`src/rtl/flag_stack_register.sv`:
```
// ALU flag register (C, N, P, Z, V) with a LIFO of saved flag frames and misuse detection.
// Define FLAG_STACK_STICKY_ERR_EN to make err latch until reset instead of pulsing.
module flag_stack_register #(
  parameter int MAX_WIDTH   = 8,
  parameter int STACK_DEPTH = 4
) (
  input  logic                             clk,
  input  logic                             rst,
  input  logic                             enaf,
  input  logic [MAX_WIDTH-1:0]             dataa,
  input  logic                             carry,
  input  logic                             ovf,
  input  logic                             push,
  input  logic                             pop,
  output logic                             C,
  output logic                             N,
  output logic                             P,
  output logic                             Z,
  output logic                             V,
  output logic [$clog2(STACK_DEPTH+1)-1:0] sp,
  output logic                             full,
  output logic                             empty,
  output logic                             err
);

  localparam int SP_W  = $clog2(STACK_DEPTH + 1);
  localparam int IDX_W = (STACK_DEPTH > 1) ? $clog2(STACK_DEPTH) : 1;
  localparam int SLOTS = 1 << IDX_W;

  function automatic logic even_parity(input logic [MAX_WIDTH-1:0] d);
    return ~^d;
  endfunction

  function automatic logic is_zero(input logic [MAX_WIDTH-1:0] d);
    return (d == '0);
  endfunction

  // Frame layout {V,C,N,P,Z}; slots beyond STACK_DEPTH are never addressed.
  logic [4:0]       stack [SLOTS];
  logic [4:0]       load_frame;
  logic [4:0]       cur_frame;
  logic [SP_W-1:0]  sp_m1;
  logic [IDX_W-1:0] wr_idx;
  logic [IDX_W-1:0] rd_idx;
  logic             push_ok;
  logic             pop_ok;
  logic             misuse;

  assign full  = (sp == SP_W'(STACK_DEPTH));
  assign empty = (sp == '0);

  assign push_ok = push & ~pop & ~full;
  assign pop_ok  = pop & ~push & ~empty;
  assign misuse  = (push & full) | (pop & empty) | (push & pop);

  assign sp_m1  = sp - SP_W'(1);
  assign wr_idx = sp[IDX_W-1:0];
  assign rd_idx = sp_m1[IDX_W-1:0];

  assign load_frame = {ovf, carry, dataa[MAX_WIDTH-1], even_parity(dataa), is_zero(dataa)};
  assign cur_frame  = {V, C, N, P, Z};

  // Storage holds no reset; an empty stack is never read.
  always_ff @(posedge clk) begin
    if (push_ok && !rst) begin
      stack[wr_idx] <= cur_frame;
    end
  end

  // Flag, pointer and error state; a restore beats a fresh flag load.
  always_ff @(posedge clk) begin
    if (rst) begin
      {V, C, N, P, Z} <= 5'b0;
      sp              <= '0;
      err             <= 1'b0;
    end else begin
      if (pop_ok) begin
        {V, C, N, P, Z} <= stack[rd_idx];
      end else if (enaf) begin
        {V, C, N, P, Z} <= load_frame;
      end

      if (push_ok) begin
        sp <= sp + SP_W'(1);
      end else if (pop_ok) begin
        sp <= sp_m1;
      end

`ifdef FLAG_STACK_STICKY_ERR_EN
      err <= err | misuse;
`else
      err <= misuse;
`endif
    end
  end

endmodule

```
`config.mk`:
```
export PLATFORM = sky130hd
export DESIGN_NAME = flag_stack_register
export DESIGN_NICKNAME = d
export VERILOG_FILES = /design/src/rtl/flag_stack_register.sv
export SDC_FILE = /design/constraint.sdc
export NUM_CORES = 1
export LEC_CHECK = 0
export ABC_AREA = 1
export CAP_MARGIN = 30
export CORE_MARGIN = 4
export CORE_UTILIZATION = 43
export CTS_CLUSTER_DIAMETER = 40
export DETAILED_ROUTE_END_ITERATION = 8
export DONT_BUFFER_PORTS = 1
export HOLD_SLACK_MARGIN = 0.12
export SYNTH_ARGS = -nofsm -noshare
export SYNTH_HDL_FRONTEND = slang
export SYNTH_SLANG_ARGS = --single-unit
```
`constraint.sdc`:
```
create_clock -name clk -period 4.2 [get_ports clk]
set_input_delay 1.26 -clock clk [delete_from_list [all_inputs] [get_ports clk]]
set_output_delay 1.26 -clock clk [all_outputs]
set_load 0.01 [all_outputs]
```
==> reports/metrics.yaml <==
outcome:
  outcome: "finished, final reports clean"
detailed_routing:
  via_count: 1123
  drc: 0
  ant_nets: 0
  wl_mm: 3.073
  wl_per_cell_um: 13.25
  vias_per_cell: 4.841
  firstDrtPassIters: 4
  drt-initial-drc-count: 58
layout:
  drive_gt1_share_pct: 11.83
  fin_nets: 210
  diodes: 0
  utilization_pct: 49.05
  final_common_cell: "nand2_1"
  layout_common_cells: "48 x nand2_1, 33 x inv_1, 20 x edfxtp_1"
  final_cell_area_um2: 1675
  area_growth_syn_to_layout_pct: 7.723
setup_path:
  r2r-end: "stack[1][0]"
  rrSetupSlack_ns: 1.82
  worstPathMaxFanout: 16
  reg2regPathDepth: 5
  cp.required_ns: 2.94
  worstSetupPathType: "flop to output port"
  critPathCaptureType: "output port"
  r2r_start: "sp[0]"
  crit_path_start_kind: "flop"
  crit_arrival_ns: 1.78
timing:
  finalSetupTns_ns: 0
  setup_viol: 0
  hold_violations: 0
  fin_crit_sh_pct: 72.41
  worst_slew_pin_slew_ns: 0.5573
  rsz0062_at_grt: "false"
  maxSlewHeadroom_pct: 62.80
  min_period_ns: 3.041
  clock-skew-final_ns: 0.007815
  max_freq_mhz: 328.8
  finalMaxSlewViolations: 0
yosys:
  synth_area_um2: 1555
  synth_nets: 205
  ys_ff_latch: 29
  post-synth-top-area-cell: "edfxtp_1"
  synth.avg_cell_area_um2: 8.640
  synth.yosys.seq_area_share_pct: 50.20
  ys_top_cells_by_area: "edfxtp_1 39%, dfxtp_1 12%, nand2_1 12%"
  synth_cell_types: 21
  yosysTopAreaCellShare_pct: 38.62
  synthCells: 180
  synth-warning-count: 0
worst_hold_path:
  hold_path_class: "flop to flop"
  worstHoldEndpoint: "stack[0][4]"
  whs_path_depth: 0
  hp-start: "V"
clocking:
  insertion_delay_ns: 0.32
  clock-sinks: 29
  htreeDepth: 2
  cts.path.max_buffers: 2
  holdBufCountCts: 0
  cts_setup_buffers: 0
  cts_resized: 0
  cts.clk_slew.worst_paths_ns: 0.09
  clockRootBuffer: "clkbuf_4"
  cts_tree: "done"
  cts_buffers: 5
global_routing:
  grt_max_degree: 17
  grt_pass1_wl_mm: 5.126
  gr-usage-all-layers_pct: 15.44
  grt_pass1_vias: 1127
  grt_overflow: 0
  antenna_found_initial: 0
floorplanning:
  dieArea_um2: 4643
  initial_core_util_pct: 45.53
  top_level_ports: 26
  fp.dieH_um: 68.14
  fp.dieW_um: 68.14
  core_area_um2: 3416
  row_count: 21
power_and_ir_drop:
  p_per_area_nw_per_um2: 429.2
  power_frac_comb_pct: 18.7
  irDropWorstVdd_mv: 0.1442
  clockPowerShare_pct: 33.1
  p_int_uw: 510.4
  pwr-share-seq_pct: 48.3
  leakage_uw: 0.0008134
  switching_share_pct: 29.01
  switchingPower_uw: 208.6
placement:
  port_buffers: 0
  gp_routability_congestion: 0.8760
  hpwl_mm: 2.390
  placed_area_um2: 1590
job:
  drv_cap: 0
[cell families after synthesis]
logic type	Yosys count	synth area share (%)
DFF	29	50.20
buffers and inverters	40	10.62
xor gates and xnor gates	1	0.5633
and+or+nand+nor	83	24.70
adders and majority gates	10	8.045
AOI/OAI and AO/OA	17	5.873
[metal layers]
layer	GRT usage [%]	routed length, µm
met2	24.91	1440
met4	5.955	17
met1	18.31	1350
met5	0	0
met3	6.240	264
[cell type report]
cell class                 count  area, µm²
clock inverter                 1      30.03
clock buffer                   7      55.05
fill                         337       1740
sequential                    29      780.7
multi-input combinational    111      609.3
tap                           46      57.56
inverter                      38      142.6
[power groups by stage]
stage	clock [µW]	sequential, µW	combinational, µW
after global placement	0	354	130
after floorplan	0	346	114
after CTS	241	348	135
after detailed placement	0	355	134
after global routing	255	352	154
final	238	347	134
[flip-flops by register name, summed over array words and instances (netlist names)]
name,count
sp,3
Z,1
V,1
err,1
N,1
P,1
stack,20
C,1
[metrics by stage]
stage	hold slack [ns]	power [µW]	worst slack, ns	std cells
2_1_floorplan	0.5348	459.9	1.831	180
3_3_place_gp	0.5784	484.3	1.531	224
3_5_place_dp	0.5797	488.5	1.478	224
4_1_cts	0.5899	724.5	1.112	232
5_1_grt	0.6072	760.5	0.9626	232
6_report	0.5879	719.0	1.159	232
[critical path: stages, from the launching register on]
cell	delay [ns]
dfxtp_1	0.68
inv_2	0.24
ha_1	0.30
nand2_1	0.14
inv_1	0.09
[Yosys cell counts]
| master | n |
|---|---|
| nand3_1 | 17 |
| a211oi_1 | 1 |
| nor2_4 | 1 |
| nand3_2 | 1 |
| o21ai_1 | 1 |
| xor2_1 | 1 |
| inv_1 | 33 |
| nand2_2 | 5 |
| inv_2 | 4 |
| a21oi_1 | 6 |
| buf_6 | 2 |
| clkinv_1 | 1 |
| nand2_1 | 48 |
| dfxtp_1 | 9 |
| a21oi_2 | 1 |
| nand2_4 | 3 |
| o21ai_0 | 8 |
| ha_1 | 10 |
| nor2_1 | 7 |
| edfxtp_1 | 20 |
| nand4_1 | 1 |
[worst max-delay path by stage]
stage / from / endpoint / cells past startpoint
floorplan: sp[0] / full / 5
global placement: sp[0] / full / 4
detailed placement: sp[0] / full / 4
CTS: sp[0] / full / 4
global route: sp[0] / full / 4
finish: sp[0] / full / 4
Note: power is estimated with default switching activity, not from simulation.
